**src/rtl/hdmi_capture_controller_pkg.sv**
```systemverilog
// hdmi_pkg: shared state type and default LCD geometry for the capture path.
// Exports capture_state_t, LCD_H_ACTIVE, LCD_V_ACTIVE and a packing check.
package hdmi_pkg;

    typedef enum logic [2:0] {
        IDLE,
        WAIT_VSYNC,
        CAPTURE,
        DONE,
        ERROR
    } capture_state_t;

    localparam int LCD_H_ACTIVE = 800;
    localparam int LCD_V_ACTIVE = 480;

    // The ingester packs 4 pixels into 3 words; a frame must end on a
    // word boundary.
    function automatic bit packsEvenly(int h, int v);
        return ((h * v) % 4) == 0;
    endfunction

endpackage

```
**src/rtl/hdmi_capture_controller_sync_edge_detect.sv**
```systemverilog
// sync_edge_detect: registers a level and flags its rising/falling edges.
// Ports: i_clock, i_reset (sync, active-high), i_signal, o_rise, o_fall.
module sync_edge_detect (
    input  logic i_clock,
    input  logic i_reset,
    input  logic i_signal,
    output logic o_rise,
    output logic o_fall
);

    logic signalQ;

    always_ff @(posedge i_clock) begin
        if (i_reset) begin
            signalQ <= 1'b0;
        end else begin
            signalQ <= i_signal;
        end
    end

    assign o_rise = i_signal & ~signalQ;
    assign o_fall = ~i_signal & signalQ;

endmodule

```
**src/rtl/hdmi_capture_controller.sv**
```systemverilog
// hdmi_capture_controller: frame sequencer gating the HDMI ingester/FIFO path.
// Ports: i_hdmiClock/i_reset, start/abort commands, vSync/DE/FIFO inputs;
// enable, busy, frameDone, sticky errors, pixel/line counters out.
module hdmi_capture_controller
    import hdmi_pkg::*;
#(
    parameter int H_ACTIVE          = LCD_H_ACTIVE,
    parameter int V_ACTIVE          = LCD_V_ACTIVE,
    parameter bit VSYNC_ACTIVE_HIGH = 1'b1,
    parameter bit CONTINUOUS        = 1'b0,
    localparam int PW = $clog2(H_ACTIVE + 1),
    localparam int LW = $clog2(V_ACTIVE + 1)
) (
    input  logic          i_hdmiClock,
    input  logic          i_reset,
    input  logic          i_start,
    input  logic          i_abort,
    input  logic          i_vSync,
    input  logic          i_de,
    input  logic          i_fifoFull,
    input  logic          i_dataValid,
    output logic          o_hdmiEnable,
    output logic          o_busy,
    output logic          o_frameDone,
    output logic          o_overflow,
    output logic          o_syncError,
    output logic [PW-1:0] o_pixelCount,
    output logic [LW-1:0] o_lineCount
);

    if (!packsEvenly(H_ACTIVE, V_ACTIVE)) begin : g_badGeometry
        $error("H_ACTIVE*V_ACTIVE must be a multiple of 4");
    end

    capture_state_t state, stateNext;
    logic [PW-1:0]  pixelNext;
    logic [LW-1:0]  lineNext;
    logic           overflowNext;
    logic           syncErrorNext;

    logic vsNorm;
    logic vsRise, vsFall;
    logic deRiseUnused, deFall;
    logic pixelsFull;

    assign vsNorm = VSYNC_ACTIVE_HIGH ? i_vSync : ~i_vSync;
    assign pixelsFull = (o_pixelCount == PW'(H_ACTIVE));

    sync_edge_detect u_vsEdge (
        .i_clock  (i_hdmiClock),
        .i_reset  (i_reset),
        .i_signal (vsNorm),
        .o_rise   (vsRise),
        .o_fall   (vsFall)
    );

    sync_edge_detect u_deEdge (
        .i_clock  (i_hdmiClock),
        .i_reset  (i_reset),
        .i_signal (i_de),
        .o_rise   (deRiseUnused),
        .o_fall   (deFall)
    );

    always_comb begin
        stateNext     = state;
        pixelNext     = o_pixelCount;
        lineNext      = o_lineCount;
        overflowNext  = o_overflow;
        syncErrorNext = o_syncError;
        unique case (state)
            IDLE: begin
                if (i_start) begin
                    stateNext     = WAIT_VSYNC;
                    pixelNext     = '0;
                    lineNext      = '0;
                    overflowNext  = 1'b0;
                    syncErrorNext = 1'b0;
                end
            end
            WAIT_VSYNC: begin
                if (i_abort) begin
                    stateNext = IDLE;
                end else if (vsFall) begin
                    // Frame boundary: counters restart for this frame.
                    stateNext = CAPTURE;
                    pixelNext = '0;
                    lineNext  = '0;
                end
            end
            CAPTURE: begin
                if (i_abort) begin
                    stateNext = IDLE;
                end else if (i_fifoFull && i_dataValid) begin
                    stateNext    = ERROR;
                    overflowNext = 1'b1;
                end else if (vsRise ||
                             (deFall && !pixelsFull) ||
                             (i_de && pixelsFull)) begin
                    stateNext     = ERROR;
                    syncErrorNext = 1'b1;
                end else if (deFall) begin
                    pixelNext = '0;
                    lineNext  = o_lineCount + 1'b1;
                    if (lineNext == LW'(V_ACTIVE)) begin
                        stateNext = DONE;
                    end
                end else if (i_de) begin
                    pixelNext = o_pixelCount + 1'b1;
                end
            end
            DONE: begin
                if (i_abort) begin
                    stateNext = IDLE;
                end else begin
                    stateNext = CONTINUOUS ? WAIT_VSYNC : IDLE;
                end
            end
            ERROR: begin
                if (i_abort) begin
                    stateNext = IDLE;
                end else if (i_start) begin
                    stateNext     = WAIT_VSYNC;
                    pixelNext     = '0;
                    lineNext      = '0;
                    overflowNext  = 1'b0;
                    syncErrorNext = 1'b0;
                end
            end
            default: begin
                stateNext = IDLE;
            end
        endcase
    end

    always_ff @(posedge i_hdmiClock) begin
        if (i_reset) begin
            state        <= IDLE;
            o_hdmiEnable <= 1'b0;
            o_busy       <= 1'b0;
            o_frameDone  <= 1'b0;
            o_overflow   <= 1'b0;
            o_syncError  <= 1'b0;
            o_pixelCount <= '0;
            o_lineCount  <= '0;
        end else begin
            state        <= stateNext;
            o_hdmiEnable <= (stateNext == CAPTURE);
            o_busy       <= (stateNext != IDLE);
            o_frameDone  <= (stateNext == DONE);
            o_overflow   <= overflowNext;
            o_syncError  <= syncErrorNext;
            o_pixelCount <= pixelNext;
            o_lineCount  <= lineNext;
        end
    end

endmodule

```
**config.mk**
```make
export PLATFORM = sky130hd
export DESIGN_NAME = hdmi_capture_controller
export DESIGN_NICKNAME = d
export VERILOG_FILES = /design/src/rtl/hdmi_capture_controller_pkg.sv /design/src/rtl/hdmi_capture_controller_sync_edge_detect.sv /design/src/rtl/hdmi_capture_controller.sv
export SDC_FILE = /design/constraint.sdc
export NUM_CORES = 1
export LEC_CHECK = 0
export CAP_MARGIN = 20
export CORE_AREA = 2 2 63 65
export CTS_CLUSTER_DIAMETER = 120
export DETAILED_ROUTE_END_ITERATION = 8
export DIE_AREA = 0 0 65 67
export PLACE_DENSITY = 0.82
export SYNTH_ARGS = -nofsm -noshare
export SYNTH_HDL_FRONTEND = slang
export SYNTH_SLANG_ARGS = --single-unit
export TNS_END_PERCENT = 100
```
**constraint.sdc**
```tcl
create_clock -name i_hdmiClock -period 2.64 [get_ports i_hdmiClock]
set_input_delay 0.396 -clock i_hdmiClock [delete_from_list [all_inputs] [get_ports i_hdmiClock]]
set_output_delay 0.396 -clock i_hdmiClock [all_outputs]
set_load 0.05 [all_outputs]
```
Word-level counts from Yosys, hierarchy flattened:

Index checks and enable logic that the tools add are counted.
W data, S select, Z words.

* logic and storage cells: 89
* input bits: 8
* register bits after elaboration: 29
* output and inout port bits: 24

* reduce and logical (&&, ||, !) cells: 14
* bitwise logic cells: 6
* mux-type cells: 40
* add/sub/neg operators: 2
* equal/unequal tests: 17

Operator list (count)
* $mux W10: 9
* $mux W9: 8
* $pmux W10 S4: 1
* $pmux W9 S4: 1
* $mux W3: 9
* $ne A2 B2 Y1 const B: 8
* $reduce_and A8 Y1: 2
* $pmux W3 S4: 1
* $add A10 B1 Y10 const B: 1
* $eq A10 B10 Y1 const B: 1
* $add A9 B1 Y9 const B: 1
* $eq A3 B2 Y1 const B: 3
* $eq A9 B9 Y1 const B: 1
* $mux W1: 9
* $pmux W1 S3: 2
* $reduce_bool A3 Y1: 2
* $reduce_and A5 Y1: 1
* $reduce_and A4 Y1: 1
* $reduce_bool A4 Y1: 1
* $and A1 B1 Y1: 3
* $eq A3 B1 Y1 const B: 1
* $eq A3 B3 Y1 const B: 1
* $logic_and A1 B1 Y1: 3
* $logic_not A3 Y1: 1
* other kinds (5): 8

Depth between registers and ports, before layout:

* word-level depth: 10
* mapped depth: 9
* gate-level depth less buffers: 7

Cells and area by module:

A second synthesis with hierarchy kept.

* cell total of the unflattened synthesis: 203
* area total of the unflattened synthesis: 1634.1 um^2

By module, submodules not included
* hdmi_capture_controller: seq. area each 540.5 um^2, cells an instance 195, times used 1, area each 1556.5 um^2
* sync_edge_detect: seq. area each 20.0 um^2, cells an instance 4, times used 2, area each 38.8 um^2

Worst setup path after synthesis:

OpenSTA, ideal clock, no wires.

* path kind: reg-to-reg
* start: reg o_pixelCount[0]
* end: reg o_pixelCount[6]
* buffers on the path: 1
* cell stages (with the launch flop): 9
* data required time: 2.570 ns
* path slack: 0.314 ns
* arrival: 2.255 ns
* library setup time: 0.070 ns
* clock period less this slack: 2.326 ns
* path through: dfxtp_1 inv_1 ha_1 and4bb_2 nand4_1 a31oi_1 buf_2 or4_1 a21oi_1

* word-level cells in the longest chain between the ends: 7
* elaborated cells between the ends (all ways): 15
* those cells by class: add/sub: 1; eq/ne: 2; mux: 6; reduce/logical: 6

Ends and longest elaborated chain
* start, declared: RTL line hdmi_capture_controller.sv:27 `output logic [PW-1:0] o_pixelCount,`
* start signal, assigned: RTL line hdmi_capture_controller.sv:153 `o_pixelCount <= pixelNext;`
* $add A10 B1 Y10 or $eq A10 B10 Y1 (tied branches): RTL line hdmi_capture_controller.sv:109, hdmi_capture_controller.sv:47
* $mux W10 or $logic_not A1 Y1 (tied branches): RTL line hdmi_capture_controller.sv:108, hdmi_capture_controller.sv:98
* $mux W10 or $logic_and A1 B1 Y1 (tied branches): RTL line hdmi_capture_controller.sv:102, hdmi_capture_controller.sv:98
* $mux W10 or $logic_or A1 B1 Y1 (tied branches): RTL line hdmi_capture_controller.sv:97 `end else if (vsRise ||`
* $mux W10 or $logic_or A1 B1 Y1 (tied branches): RTL line hdmi_capture_controller.sv:94, hdmi_capture_controller.sv:98
* $mux W10 or $ne A2 B2 Y1 (tied branches)
* $pmux W10 S4 or $reduce_and A8 Y1 (tied branches)

Parallel ways exist; a longest one is shown, timed or not. The select of a mux whose other input is x is not followed.
A chain may end at the register's enable or synchronous reset.

Worst setup path in the final report:

* start: in i_abort
* end: reg o_pixelCount[4]

* word-level cells in the longest chain between the ends: 2
* elaborated cells between the ends (all ways): 4
* those cells by class: eq/ne: 3; reduce/logical: 1

Ends and longest elaborated chain
* start, declared: RTL line hdmi_capture_controller.sv:17 `input logic i_abort,`
* $ne A2 B2 Y1 (no line)
* $reduce_and A8 Y1 (no line) *

Mark *: on every way between the ends. The rest lies on a longest branch, timed or not.

==> metrics.txt <==
hold violation count in the final report=0; Yosys reg bits=29; Max Cap Viol=0; GR Layer Usage met2=a little under two fifths; GR Overflow Total=0; Post-CTS Resized=0; first-pass GRT wire length=approximately 7700 µm; DP Wirelength=just over 3000 µm; WS Path Type=in2reg; sequential share of the synthesized area=between 30% and 40%; fmax=~450 MHz; Rows=22; Avg Vias per Cell=6.12; dpl cells=between 200 and 300; top_reg_cell synth=dfxtp_1; final total power=between 900 and 1000 µW; IO Pins=32; Comb power frac=9.8%; number of port buffers=31; # Post-CTS Setup Buffers=0; CTS sink count=29; Pre-antenna DRT Iters=4; initial cell density of the core=between 40% and 50%; Routed Antenna Nets=0; GPL Wtd Cong=between 0.8 and 0.9; DR iter-0 viols=120; clk_skew=0.00796 ns; sequential power share=between 40% and 50%; GR Layer Usage met1=between 20% and 30%; Unique masters post-synth=a little over 50; antenna violations before repair=0; switching share of power=between 20% and 30%; YS warnings=0; LEAKAGE=between 0.0007 and 0.0008 µW; Layout area overhead=27.9%; RSZ-0062 raised after global routing=false; Yosys top cell by area=dfxtp_1; CP arrival=2.40 ns; Mapped Area=~1700 µm²; Period minus WS final=between 2 and 2.5 ns; diode count=0; crit-path max FO=16; post-synth top area share=between 30 and 40%; CTS buffer count=5; cell count after synthesis=207; outcome=completed; Post-synth ARST share=0%; Post-Synth Simple-Gate Area=between 20% and 30%; Hold-fix buffers, CTS=0; Hold Crit Class=reg2reg; DR WL/cell=between 10 and 15 µm; max_slew headroom=between 60% and 70%; non-filler cells, final=292; top area cells in the synthesized netlist=dfxtp_1 (34%), a21oi_1 (5.6%), nor2_1 (3.3%); Final Setup Violations=0; peak supply drop=341 µV; largest net degree at the start of global routing=19; Syn Nets=roughly 220; Slew Viols, Final=0; total wire length=4250 µm; share of layout cells above drive strength 1=around a tenth; CP Capture Type=flop; Skew-Pair Late Insertion Delay=between 0.2 and 0.3 ns; CTS Buffer Depth=2; vias in the first global route=1651; met3 usage=approximately 5.9%; # DRC=0; period utilisation layout=84.1%; Fin Setup TNS=0 ns; DIE WIDTH=roughly 65 µm; Post-Synth Adder-Cell Area=around 2.2%; Core Box Area=about 3600 µm²; GRT Util Overall=between 20% and 30%; final net count=roughly 250; Psw=between 200 and 250 µW; die height=between 60 and 70 µm; Post-Synth XOR/XNOR Area=under 10%; Synth Area in Compound Gates=27.8%; Die ar.=roughly 4400 µm²; number of synthesized flops with an enable pin=0; pwr/cell area=435 nW/µm²; worst slew pin tran=~0.53 ns; routed via count=about 1800; clock network power share=roughly 43%; crit path launch type=input port; clk root buf=clkbuf_8; Pint=between 700 and 800 µW; Hold Slack=0.463 ns; Post-Syn Area per Cell=8.24 µm²; main combinational cell family by area after synthesis=simple AND/OR/NAND/NOR gates; H-Tree Depth=2; Clock Pin Slew Worst Setup and Hold Paths=about 0.06 ns; mux cell area share after synthesis=0%; CTS tree=yes; critical path data required time=between 2 and 3 ns; GRT Max-Usage Layer=met2
[metrics by stage]
step	util [%]	instance area [µm²]	setup slack, ns
finish	60.5	2180	0.419
global route	60.5	2180	0.236
CTS	60.5	2180	0.418
detailed placement	57.7	2080	0.131
global placement	57.7	2080	0.166
floorplan	-	1710	0.314
[per-layer routing]
layer	wire, µm	vias up
met5	0	-
met4	84	0
met3	286	5
met2	1940	58
met1	1930	860
li1	-	863
[sequential cells by signal, indices dropped and copies added (netlist names)]
register / flops
o_syncError: 1
o_busy: 1
o_lineCount: 9
o_overflow: 1
u_deEdge.signalQ: 1
o_frameDone: 1
state: 3
u_vsEdge.signalQ: 1
o_hdmiEnable: 1
o_pixelCount: 10
[worst max-delay path, stage by stage]
cell,delay [ns]
clkdlybuf4s50_1,0.43
or3b_4,0.43
o31ai_4,0.29
o21ai_2,0.21
or3_1,0.39
a32o_1,0.26
[final timing paths]
| check | start | end | slack (ns) | cells past startpoint |
|---|---|---|---|---|
| worst min register to register | o_syncError | o_syncError | 0.46 | 2 |
| worst max register to register | state[1] | o_pixelCount[4] | 0.44 | 5 |
| worst min-delay path | o_syncError | o_syncError | 0.46 | 2 |
| worst max-delay path | i_abort | o_pixelCount[4] | 0.42 | 6 |
[cell families (layout without fill, tap and decap cells)]
family / after synthesis / after routing
buffers and inverters: 18 / 55
adder cells (fa/ha/maj): 3 / 3
XOR/XNOR: 2 / 2
flip-flops: 29 / 29
AO/OA/AOI/OAI: 67 / 67
AND/OR/NAND/NOR: 88 / 88
[synthesized netlist by cell type (3+ instances only)]
| cell type | instances |
|---|---|
| nor3_1 | 5 |
| nor3b_1 | 3 |
| a21oi_1 | 19 |
| inv_1 | 8 |
| nand4_1 | 8 |
| dfxtp_1 | 29 |
| a31o_2 | 3 |
| nand2_1 | 9 |
| and3_1 | 5 |
| o31ai_1 | 6 |
| nor4_1 | 3 |
| ha_1 | 3 |
| or4_1 | 6 |
| nand3_1 | 7 |
| a31oi_1 | 3 |
| nand2b_1 | 8 |
| clkbuf_1 | 5 |
| nor2_1 | 15 |
| or3_1 | 5 |
| a211o_1 | 3 |
| a21o_1 | 4 |
| o21ai_0 | 9 |
| nor2b_1 | 3 |
[area by class of cell]
type,instances,area [µm²]
Clock buffer,7,96.3
Inverter,8,30.0
Multi-Input combinational cell,160,1040
Fill cell,334,1420
Tap cell,48,60.1
Timing Repair Buffer,39,370
Clock inverter,1,5.00
Sequential cell,29,581
[power by group through the flow]
stage	sequential [µW]	combinational (µW)	clock [µW]
floorplan	464	55.5	0
global route	449	102	434
detailed placement	458	91.6	0
finish	448	93.2	407
global placement	458	90.3	0
CTS	448	92.8	417
[cell usage in the layout (no fill, tap or decap), types with 4 or more instances in the layout]
cell | synthesis | final
nand2b_1 | 8 | 8
inv_1 | 8 | 8
clkdlybuf4s50_1 | 0 | 31
a21o_1 | 4 | 4
nor3_1 | 5 | 5
o31ai_1 | 6 | 6
o21ai_0 | 9 | 9
and3_1 | 5 | 5
or3_1 | 5 | 5
a21oi_1 | 19 | 19
nand3_1 | 7 | 7
nand4_1 | 8 | 8
or4_1 | 6 | 6
nor2_1 | 15 | 15
nand2_1 | 9 | 9
dfxtp_1 | 29 | 29
clkbuf_8 | 0 | 7
buf_4 | 2 | 8
Power figures use the tool's default switching activity.
